**src/rtl/mc_ctrl_pkg.sv**
```systemverilog
// Shared constants for the multicycle main controller: state encoding,
// next-PC selects, datapath control encodings, opcode/funct values and
// the bit positions of the one-hot instruction class vector.
// Optional feature macro: CTRL_INT_EN (interrupt entry, INT state, eret).
package mc_ctrl_pkg;

    typedef enum logic [3:0] {
        S_FETCH,
        S_DECODE,
        S_EXE,
        S_ADR,
        S_MRD,
        S_MWR,
        S_WB,
        S_BR,
        S_JMP
`ifdef CTRL_INT_EN
        , S_INT
`endif
    } state_t;

    // Next-PC select encodings
    localparam logic [2:0] NPC_ADD4    = 3'd0;
    localparam logic [2:0] NPC_REG_JMP = 3'd1;
    localparam logic [2:0] NPC_J_JMP   = 3'd2;
    localparam logic [2:0] NPC_BEQ_JMP = 3'd3;
`ifdef CTRL_INT_EN
    localparam logic [2:0] NPC_INT_JMP = 3'd4;
`endif

    // ALU operation encodings
    localparam logic [2:0] ALU_ADD = 3'd0;
    localparam logic [2:0] ALU_SUB = 3'd1;
    localparam logic [2:0] ALU_OR  = 3'd2;
    localparam logic [2:0] ALU_LUI = 3'd3;

    // Destination register select
    localparam logic [1:0] REGDST_RT = 2'd0;
    localparam logic [1:0] REGDST_RD = 2'd1;
    localparam logic [1:0] REGDST_31 = 2'd2;

    // Register write data select
    localparam logic [1:0] WD_ALU = 2'd0;
    localparam logic [1:0] WD_MEM = 2'd1;
    localparam logic [1:0] WD_PC  = 2'd2;

    // Immediate extension
    localparam logic [1:0] EXT_ZERO = 2'd0;
    localparam logic [1:0] EXT_SIGN = 2'd1;

    // Opcodes
    localparam logic [5:0] OP_RTYPE = 6'b000000;
    localparam logic [5:0] OP_ORI   = 6'b001101;
    localparam logic [5:0] OP_LUI   = 6'b001111;
    localparam logic [5:0] OP_LW    = 6'b100011;
    localparam logic [5:0] OP_SW    = 6'b101011;
    localparam logic [5:0] OP_BEQ   = 6'b000100;
    localparam logic [5:0] OP_J     = 6'b000010;
    localparam logic [5:0] OP_JAL   = 6'b000011;

    // R-type funct values
    localparam logic [5:0] FN_ADDU = 6'b100001;
    localparam logic [5:0] FN_SUBU = 6'b100011;
    localparam logic [5:0] FN_JR   = 6'b001000;

`ifdef CTRL_INT_EN
    localparam logic [5:0] OP_COP0 = 6'b010000;
    localparam logic [5:0] FN_ERET = 6'b011000;
`endif

    // One-hot instruction class bit positions; all-zero means NOP
    localparam int CLS_ADDU = 0;
    localparam int CLS_SUBU = 1;
    localparam int CLS_JR   = 2;
    localparam int CLS_ORI  = 3;
    localparam int CLS_LUI  = 4;
    localparam int CLS_LW   = 5;
    localparam int CLS_SW   = 6;
    localparam int CLS_BEQ  = 7;
    localparam int CLS_J    = 8;
    localparam int CLS_JAL  = 9;
    localparam int CLS_ERET = 10;
    localparam int CLS_W    = 11;

endpackage

```
**src/rtl/mc_ctrl_if.sv**
```systemverilog
// Control bus between the main controller and the datapath/fetch unit.
// Optional feature macro: CTRL_INT_EN adds the CP0 request and controls.
interface mc_ctrl_if;
    logic [31:0] instruction;
    logic        Zero;
    logic        IRWr;
    logic        PCWr;
    logic [2:0]  NPCSel;
    logic        RegWr;
    logic [1:0]  RegDst;
    logic [1:0]  WDSel;
    logic        ALUSrc;
    logic [2:0]  ALUOp;
    logic [1:0]  ExtOp;
    logic        MemWr;
`ifdef CTRL_INT_EN
    logic        IntReq;
    logic        EPCWr;
    logic        EXLSet;
    logic        EXLClr;
    logic        EPCToPC;
`endif

    modport master (
        input  instruction, Zero,
`ifdef CTRL_INT_EN
        input  IntReq,
        output EPCWr, EXLSet, EXLClr, EPCToPC,
`endif
        output IRWr, PCWr, NPCSel, RegWr, RegDst, WDSel,
        output ALUSrc, ALUOp, ExtOp, MemWr
    );

    modport slave (
        output instruction, Zero,
`ifdef CTRL_INT_EN
        output IntReq,
        input  EPCWr, EXLSet, EXLClr, EPCToPC,
`endif
        input  IRWr, PCWr, NPCSel, RegWr, RegDst, WDSel,
        input  ALUSrc, ALUOp, ExtOp, MemWr
    );
endinterface

```
**src/rtl/mc_ctrl_instr_decode.sv**
```systemverilog
// Combinational decode of the stored instruction word into a one-hot
// class vector. Unrecognised opcode/funct yields all zeros (NOP).
// Optional feature macro: CTRL_INT_EN enables the eret decode.
module instr_decode
    import mc_ctrl_pkg::*;
(
    input  logic [31:0]      instr,
    output logic [CLS_W-1:0] cls
);
    logic [5:0] op;
    logic [5:0] funct;
    logic       unused_fields;

    assign op            = instr[31:26];
    assign funct         = instr[5:0];
    assign unused_fields = ^instr[25:6];

    // Opcode/funct lookup; defaults to NOP
    always_comb begin
        cls = '0;
        case (op)
            OP_RTYPE: begin
                case (funct)
                    FN_ADDU: cls[CLS_ADDU] = 1'b1;
                    FN_SUBU: cls[CLS_SUBU] = 1'b1;
                    FN_JR:   cls[CLS_JR]   = 1'b1;
                    default: cls = '0;
                endcase
            end
            OP_ORI: cls[CLS_ORI] = 1'b1;
            OP_LUI: cls[CLS_LUI] = 1'b1;
            OP_LW:  cls[CLS_LW]  = 1'b1;
            OP_SW:  cls[CLS_SW]  = 1'b1;
            OP_BEQ: cls[CLS_BEQ] = 1'b1;
            OP_J:   cls[CLS_J]   = 1'b1;
            OP_JAL: cls[CLS_JAL] = 1'b1;
`ifdef CTRL_INT_EN
            OP_COP0: if (instr[25] && funct == FN_ERET) cls[CLS_ERET] = 1'b1;
`endif
            default: cls = '0;
        endcase
    end
endmodule

```
**src/rtl/mc_ctrl.sv**
```systemverilog
// Multicycle main controller: state register, stored instruction copy
// and Moore-style output decode (BR PCWr follows Zero combinationally).
// Optional feature macro: CTRL_INT_EN adds interrupt entry and eret.
module mc_ctrl
    import mc_ctrl_pkg::*;
(
    input  logic          clk,
    input  logic          reset,
    mc_ctrl_if.master     bus
);
    state_t           state_q, state_d;
    logic [31:0]      ir_q;
    logic [CLS_W-1:0] cls;
    state_t           term_next;

    logic       ir_wr, pc_wr, reg_wr, alu_src, mem_wr;
    logic [2:0] npc_sel, alu_op;
    logic [1:0] reg_dst, wd_sel, ext_op;
`ifdef CTRL_INT_EN
    logic       epc_wr, exl_set, exl_clr, epc_to_pc;
`endif

    instr_decode u_decode (
        .instr (ir_q),
        .cls   (cls)
    );

`ifdef CTRL_INT_EN
    assign term_next = bus.IntReq ? S_INT : S_FETCH;
`else
    assign term_next = S_FETCH;
`endif

    // State register; reset aborts any instruction in flight
    always_ff @(posedge clk or posedge reset) begin
        if (reset) state_q <= S_FETCH;
        else       state_q <= state_d;
    end

    // StoredInstruction: captured from the fetch unit at the end of FETCH
    always_ff @(posedge clk or posedge reset) begin
        if (reset)      ir_q <= '0;
        else if (ir_wr) ir_q <= bus.instruction;
    end

    // Next-state and control decode; every output defaults to 0
    always_comb begin
        state_d = state_q;
        ir_wr   = 1'b0;
        pc_wr   = 1'b0;
        npc_sel = NPC_ADD4;
        reg_wr  = 1'b0;
        reg_dst = REGDST_RT;
        wd_sel  = WD_ALU;
        alu_src = 1'b0;
        alu_op  = ALU_ADD;
        ext_op  = EXT_ZERO;
        mem_wr  = 1'b0;
`ifdef CTRL_INT_EN
        epc_wr    = 1'b0;
        exl_set   = 1'b0;
        exl_clr   = 1'b0;
        epc_to_pc = 1'b0;
`endif
        case (state_q)
            S_FETCH: begin
                ir_wr   = 1'b1;
                pc_wr   = 1'b1;
                npc_sel = NPC_ADD4;
                state_d = S_DECODE;
            end
            S_DECODE: begin
                if (cls[CLS_ADDU] | cls[CLS_SUBU] | cls[CLS_ORI] | cls[CLS_LUI])
                    state_d = S_EXE;
                else if (cls[CLS_LW] | cls[CLS_SW])
                    state_d = S_ADR;
                else if (cls[CLS_BEQ])
                    state_d = S_BR;
                else if (cls[CLS_J] | cls[CLS_JAL] | cls[CLS_JR] | cls[CLS_ERET])
                    state_d = S_JMP;
                else
                    state_d = term_next;
            end
            S_EXE: begin
                ext_op = EXT_SIGN;
                if (cls[CLS_ORI]) begin
                    alu_src = 1'b1;
                    alu_op  = ALU_OR;
                    ext_op  = EXT_ZERO;
                end else if (cls[CLS_LUI]) begin
                    alu_src = 1'b1;
                    alu_op  = ALU_LUI;
                end else if (cls[CLS_SUBU]) begin
                    alu_op  = ALU_SUB;
                end
                state_d = S_WB;
            end
            S_ADR: begin
                alu_src = 1'b1;
                ext_op  = EXT_SIGN;
                alu_op  = ALU_ADD;
                state_d = cls[CLS_LW] ? S_MRD : S_MWR;
            end
            S_MRD: begin
                wd_sel  = WD_MEM;
                reg_dst = REGDST_RT;
                state_d = S_WB;
            end
            S_MWR: begin
                mem_wr  = 1'b1;
                state_d = term_next;
            end
            S_WB: begin
                reg_wr  = 1'b1;
                reg_dst = (cls[CLS_ADDU] | cls[CLS_SUBU]) ? REGDST_RD : REGDST_RT;
                wd_sel  = cls[CLS_LW] ? WD_MEM : WD_ALU;
                state_d = term_next;
            end
            S_BR: begin
                // PC already points at beq + 4, which the branch offset is relative to
                alu_op  = ALU_SUB;
                pc_wr   = bus.Zero;
                npc_sel = NPC_BEQ_JMP;
                state_d = term_next;
            end
            S_JMP: begin
                pc_wr = 1'b1;
                if (cls[CLS_J] | cls[CLS_JAL]) begin
                    npc_sel = NPC_J_JMP;
                    if (cls[CLS_JAL]) begin
                        // Link value is the PC before this write: jal + 4
                        reg_wr  = 1'b1;
                        reg_dst = REGDST_31;
                        wd_sel  = WD_PC;
                    end
                end else begin
                    npc_sel = NPC_REG_JMP;
`ifdef CTRL_INT_EN
                    if (cls[CLS_ERET]) begin
                        epc_to_pc = 1'b1;
                        exl_clr   = 1'b1;
                    end
`endif
                end
                state_d = term_next;
            end
`ifdef CTRL_INT_EN
            S_INT: begin
                // PC holds the next unexecuted instruction; save it as EPC
                epc_wr  = 1'b1;
                exl_set = 1'b1;
                pc_wr   = 1'b1;
                npc_sel = NPC_INT_JMP;
                state_d = S_FETCH;
            end
`endif
            default: state_d = S_FETCH;
        endcase
    end

    // PC/IR strobes are held off while reset is asserted so the PC cannot step
    assign bus.IRWr   = ir_wr & ~reset;
    assign bus.PCWr   = pc_wr & ~reset;
    assign bus.NPCSel = npc_sel;
    assign bus.RegWr  = reg_wr;
    assign bus.RegDst = reg_dst;
    assign bus.WDSel  = wd_sel;
    assign bus.ALUSrc = alu_src;
    assign bus.ALUOp  = alu_op;
    assign bus.ExtOp  = ext_op;
    assign bus.MemWr  = mem_wr;
`ifdef CTRL_INT_EN
    assign bus.EPCWr   = epc_wr;
    assign bus.EXLSet  = exl_set;
    assign bus.EXLClr  = exl_clr;
    assign bus.EPCToPC = epc_to_pc;
`endif
endmodule

```
**src/flat_wrapper.sv**
```systemverilog
// flat-port wrapper written by rule: the top's interface ports become plain ports
module mc_ctrl_flat import mc_ctrl_pkg::*;
  (clk, reset, bus_instruction, bus_Zero, bus_IRWr, bus_PCWr, bus_NPCSel, bus_RegWr, bus_RegDst, bus_WDSel, bus_ALUSrc, bus_ALUOp, bus_ExtOp, bus_MemWr);
  mc_ctrl_if bus_i ();
  input  logic clk;
  input  logic reset;
  input wire logic [$bits(bus_i.instruction)-1:0] bus_instruction;
  input wire logic [$bits(bus_i.Zero)-1:0] bus_Zero;
  output wire logic [$bits(bus_i.IRWr)-1:0] bus_IRWr;
  output wire logic [$bits(bus_i.PCWr)-1:0] bus_PCWr;
  output wire logic [$bits(bus_i.NPCSel)-1:0] bus_NPCSel;
  output wire logic [$bits(bus_i.RegWr)-1:0] bus_RegWr;
  output wire logic [$bits(bus_i.RegDst)-1:0] bus_RegDst;
  output wire logic [$bits(bus_i.WDSel)-1:0] bus_WDSel;
  output wire logic [$bits(bus_i.ALUSrc)-1:0] bus_ALUSrc;
  output wire logic [$bits(bus_i.ALUOp)-1:0] bus_ALUOp;
  output wire logic [$bits(bus_i.ExtOp)-1:0] bus_ExtOp;
  output wire logic [$bits(bus_i.MemWr)-1:0] bus_MemWr;
  assign bus_i.instruction = bus_instruction;
  assign bus_i.Zero = bus_Zero;
  assign bus_IRWr = bus_i.IRWr;
  assign bus_PCWr = bus_i.PCWr;
  assign bus_NPCSel = bus_i.NPCSel;
  assign bus_RegWr = bus_i.RegWr;
  assign bus_RegDst = bus_i.RegDst;
  assign bus_WDSel = bus_i.WDSel;
  assign bus_ALUSrc = bus_i.ALUSrc;
  assign bus_ALUOp = bus_i.ALUOp;
  assign bus_ExtOp = bus_i.ExtOp;
  assign bus_MemWr = bus_i.MemWr;
  mc_ctrl u_core (.clk(clk), .reset(reset), .bus(bus_i));
endmodule
```
**config.mk**
```make
export PLATFORM = sky130hd
export DESIGN_NAME = mc_ctrl_flat
export DESIGN_NICKNAME = d
export VERILOG_FILES = /design/src/rtl/mc_ctrl_pkg.sv /design/src/rtl/mc_ctrl_if.sv /design/src/rtl/mc_ctrl_instr_decode.sv /design/src/rtl/mc_ctrl.sv /design/src/flat_wrapper.sv
export SDC_FILE = /design/constraint.sdc
export NUM_CORES = 1
export LEC_CHECK = 0
export CAP_MARGIN = 20
export CORE_ASPECT_RATIO = 1.25
export CORE_MARGIN = 5
export CORE_UTILIZATION = 35
export DETAILED_ROUTE_END_ITERATION = 16
export PLACE_DENSITY = 0.77
export SLEW_MARGIN = 15
export SYNTH_ARGS = -nofsm -noshare
export SYNTH_HDL_FRONTEND = slang
export SYNTH_SLANG_ARGS = --single-unit
```
**constraint.sdc**
```tcl
create_clock -name clk -period 1.8 [get_ports clk]
set_input_delay 0.27 -clock clk [delete_from_list [all_inputs] [get_ports clk]]
set_output_delay 0.27 -clock clk [all_outputs]
set_load 0.03 [all_outputs]
```
# After elaboration in Yosys (flattened, before gate mapping)
# Cells that the tools add are included.
# word_totals
ram_bits,0
mem_count,0
latch_bits,0
ff_bits,36
in_bits,35
elab_cells,73
out_inout_bits,17
romBits,0
# op_classes
mul,0
n_mux,40
n_eq_ne,18
n_addsub,0
n_reduce_logical,4
n_bitwise,9
n_div,0
magnitude_cmp,0
shift,0
# ops
operator,count
equality test 6 bit (second input constant),4
2-to-1 mux 1 bit,21
equality test 6 x 4 -> 1 bit (second input constant),3
equality test 4 x 3 -> 1 bit (second input constant),4
2-to-1 mux 4 bit,4
case mux 4 bit (4 select lines),1
equality test 6 x 2 -> 1 bit (second input constant),2
case mux 3 bit (2 select lines),2
2-to-1 mux 3 bit,3
equality test 4 x 2 -> 1 bit (second input constant),2
case mux 2 bit (2 select lines),2
equality test 6 x 3 -> 1 bit (second input constant),1
logical NOT 6 bit,1
2-to-1 mux 2 bit,3
bitwise OR 1 bit,6
case mux 1 bit (2 select lines),3
case mux 2 bit (3 select lines),1
equality test 4 x 1 -> 1 bit (second input constant),1
equality test 4 bit (second input constant),1
logical NOT 4 bit,1
OR reduction 2 bit,2
AND 1 bit,2
NOT 1 bit,1

# Logic depth before layout (Yosys ltp)
# logic_depth
ltp_word,9
ltp_mapped,5
ltp_nobuf,4

# By module
# Synthesis repeated with hierarchy kept, for this count alone.
# hier_totals
cells_unflattened,156
area_unflattened_um2,1818.0
# by_module_without_submodules
module,seq_area_each_um2,instances,cells_each,area_each_um2
mc_ctrl,900.9,1,134,1675.4
instr_decode,0.0,1,22,142.6

# Least setup slack after synthesis
# OpenSTA, ideal clock, no wires.
# synth_path
path_type,register to output
start,reg u_core.ir_q[29]
end,out bus_ALUOp[0]
t_required_ns,1.530
n_path_buf,0
slack_ns,-0.347
path_stages_with_launch,5
t_arrival_ns,1.877
cell_sequence,dfrtp_1 or4_4 nor2_4 a21oi_2 o41ai_2
# synth_via
elab_chain_cells,6
elab_cells_between_ends,10
classes_between,2 x eq/ne; 7 x mux; 1 x reduce/logical
# synth_lines
element,line,rtl
start: declaration,mc_ctrl.sv:12,logic [31:0] ir_q;
start signal: assignment,mc_ctrl.sv:43,else if (ir_wr) ir_q <= bus.instruction;
logical NOT 6 bit,mc_ctrl_instr_decode.sv:21,case (op)
2-to-1 mux 3 bit,mc_ctrl_instr_decode.sv:21,
2-to-1 mux 1 bit,mc_ctrl.sv:93,end else if (cls[CLS_SUBU]) begin
2-to-1 mux 3 bit,mc_ctrl.sv:90,end else if (cls[CLS_LUI]) begin
2-to-1 mux 3 bit (*),mc_ctrl.sv:86,if (cls[CLS_ORI]) begin
case mux 3 bit (2 select lines) (*),mc_ctrl.sv:65,case (state_q)
end: declaration,flat_wrapper.sv:16,output wire logic [$bits(bus_i.ALUOp)-1:0] bus_ALUOp;
# Mark *: on every way between the ends. The rest lies on a longest branch, timed or not.

# Final worst setup path
# Ends and elaborated chain as after synthesis.

==> metrics.txt <==
status finished with violations; failing checks negative setup slack; crit-path cells or4_4 > nor2_4 > a21oi_2 > o41ai_4 > buf_4; wire length per cell 16.0 µm; clock sinks 16; GRT Residual Overflow 0; Post-Syn Area 996 µm²; share of cells above drive strength 1 59.7%; Clock power frac 9.2%; Syn Area/Cell 9.86 µm²; Area contributors post-synth dfrtp_1, mux2_2, nor2_1, nand2b_1, nor3_1; Chip Width 57.7 µm; Skew-Pair Late Insertion Delay 0.29 ns; startpoint class of the critical path flip-flop; via count 1,015; drt pass-1 iters 4; Post-Synthesis Cells 101; critical path arrival 1.87 ns; worst slack, placed -0.0478 ns; reg-to-reg critical path endpoint u_core.ir_q[28]; FF-to-FF setup slack 0.18 ns; delay-heaviest family, CP simple AND/OR/NAND/NOR gates; async set or reset register ratio after synthesis 100%; Final setup viols 10; cell area power density 1550 mW/mm²; Sw Pwr 1070 µW; top-count cell post-synth dfrtp_1; ANT nets after route 0; Final Hold Fails 0; sequential fraction of design power 27.3%; final core occ 61.9%; share of the synthesized area in the top cell type 40.2%; post-synthesis cell type count 37; die area 0.00402 mm²; residual DRC count 0; critical path's slowest cell or4_4; sequential cell area 407 µm²; DP HPWL 2070 µm; Routed WL 3010 µm; kind of critical path flip-flop to primary output; CP bufs+invs 1; nets@finish 190; combinational share of power 63.4%; Post-CTS Hold Fix Bufs 0; first-pass GRT wire length 4710 µm; number of synthesized register bits 16; Slew Limit Fails 0; Fin Hold WS 0.384 ns; vias in the first global route 987; crit path time final 2.14 ns; setup ws final -0.344 ns; Clk pin slew, worst setup/hold paths 0.10 ns; initial antenna violation count 0; Fmax 0.466 GHz; row count 21; root buffer cell clkbuf_4; CP required 1.53 ns; Multi-input gate area 674 µm²; fillers 203; switching share of power 41.4%; internal power 1520 µW; TritonCTS clock tree built; worst vdd ir 0.880 mV; Starting Density 36.8%; largest net degree at the start of global routing 17; ys flop type dfrtp_1; max cap viols 0; number of H-tree levels 1; Ports 52; Final Skew 0.00405 ns; kind of end point of the critical path primary output; Pleak 0.000726 µW; drt via density 5.40; port buffer count 28; Tcrit/Tclk final 119%; Routability Congestion 0.827; Bufs on Longest Clock Path 2; Core Box Area 0.00271 mm²; Synth warnings 0; Fin Setup TNS -1.67 ns; Post-synth EDFFs 0; depth of the most critical reg-to-reg path 4; CTS Buf Count 3; CP max stage delay 0.56 ns; worst reg2reg path startpoint u_core.state_q[1]; area leader, netlist dfrtp_1; part of the Yosys area used for sequential elements 40.2%; Layout area overhead 68.2%; RSZ-0062 raised after global routing yes; Hold Crit Class input port to async pin; initial detailed-routing violation count 44; gr usage total 14.5%; Antenna Cells 0; Die Ht 69.6 µm; Crit Path Max Fanout 2; most frequent cells after synthesis dfrtp_1, nor2_1, mux2_2
-- worst min-delay path, cell delays in order --
cell and delay [ns]:
clkdlybuf4s50_1 0.42, inv_1 0.10, buf_4 0.25
-- sequential cells by signal (all words and copies together) (netlist names) --
signal / cells
u_core.state_q: 4
u_core.ir_q: 12
-- logic make-up after synthesis --
| family | after synthesis | share of synthesized area (%) |
|---|---|---|
| multiplexers | 12 | 13.6 |
| flip-flops | 16 | 40.2 |
| buffers and inverters | 11 | 5.78 |
| other | 1 | 0.377 |
| AO/OA/AOI/OAI | 13 | 10.7 |
| XOR/XNOR | 1 | 0.880 |
| AND/OR/NAND/NOR | 47 | 28.5 |
-- power groups by stage --
stage	Combinational [µW]	Clock (µW)	Sequential [µW]
2_1_floorplan	823	0	665
3_3_place_gp	1190	0	665
3_5_place_dp	1240	0	682
4_1_cts	1500	246	682
5_1_grt	1770	262	720
6_report	1650	240	708
-- what timing repair did --
action                     in CTS  in global routing
pin swaps                       8                  3
setup endpoints to repair      12                 13
gates resized for setup        31                 14
setup buffers                   7                  5
-- per-layer routing --
metal	GRT usage, %	vias to the layer above	wire length, µm
li1	-	465	-
met1	17.9	487	1210
met2	24.9	54	1540
met3	2.79	9	221
met4	4.38	0	44
met5	0	-	0
-- layout by cell type (no fill, tap or decap), types with 2 or more instances in the layout --
cell,n
dfrtp_1,11
nand2b_4,2
nor2b_2,2
nor2_2,3
clkbuf_4,3
or4_4,2
inv_1,3
mux2_2,12
dfrtp_2,5
and3_4,3
buf_4,26
a21oi_2,2
conb_1,3
buf_6,15
nand2b_1,2
nor2_1,10
nand2_1,3
clkdlybuf4s50_1,14
nor3_1,3
nor4_4,2
-- layout make-up --
type / instances / area share [%]
tap: 34 / 2.54
sequential: 16 / 24.3
multi-input combinational: 76 / 40.3
timing repair buffer: 55 / 30.1
clock buffer: 4 / 2.17
inverter: 3 / 0.672
-- through the flow --
step / area, µm² / std cells / power, µW
final: 1680 / 188 / 2590
after global routing: 1680 / 188 / 2750
after CTS: 1590 / 183 / 2430
after detailed placement: 1380 / 172 / 1920
after global placement: 1380 / 172 / 1860
after floorplan: 1020 / 103 / 1490
-- worst max path at each step --
| stage | endpoint | slack [ns] | cells after the start | startpoint |
|---|---|---|---|---|
| after floorplan | bus_ALUOp[0] | -0.07 | 4 | u_core.ir_q[29] |
| after global placement | bus_ALUOp[0] | -0.01 | 5 | u_core.ir_q[29] |
| after detailed placement | bus_ALUOp[0] | -0.05 | 5 | u_core.ir_q[29] |
| after CTS | bus_ALUOp[0] | -0.34 | 5 | u_core.ir_q[2] |
| after global routing | bus_ALUOp[0] | -0.40 | 5 | u_core.ir_q[2] |
| final | bus_ALUOp[0] | -0.34 | 5 | u_core.ir_q[29] |
Note: power is estimated with default switching activity, not from simulation.
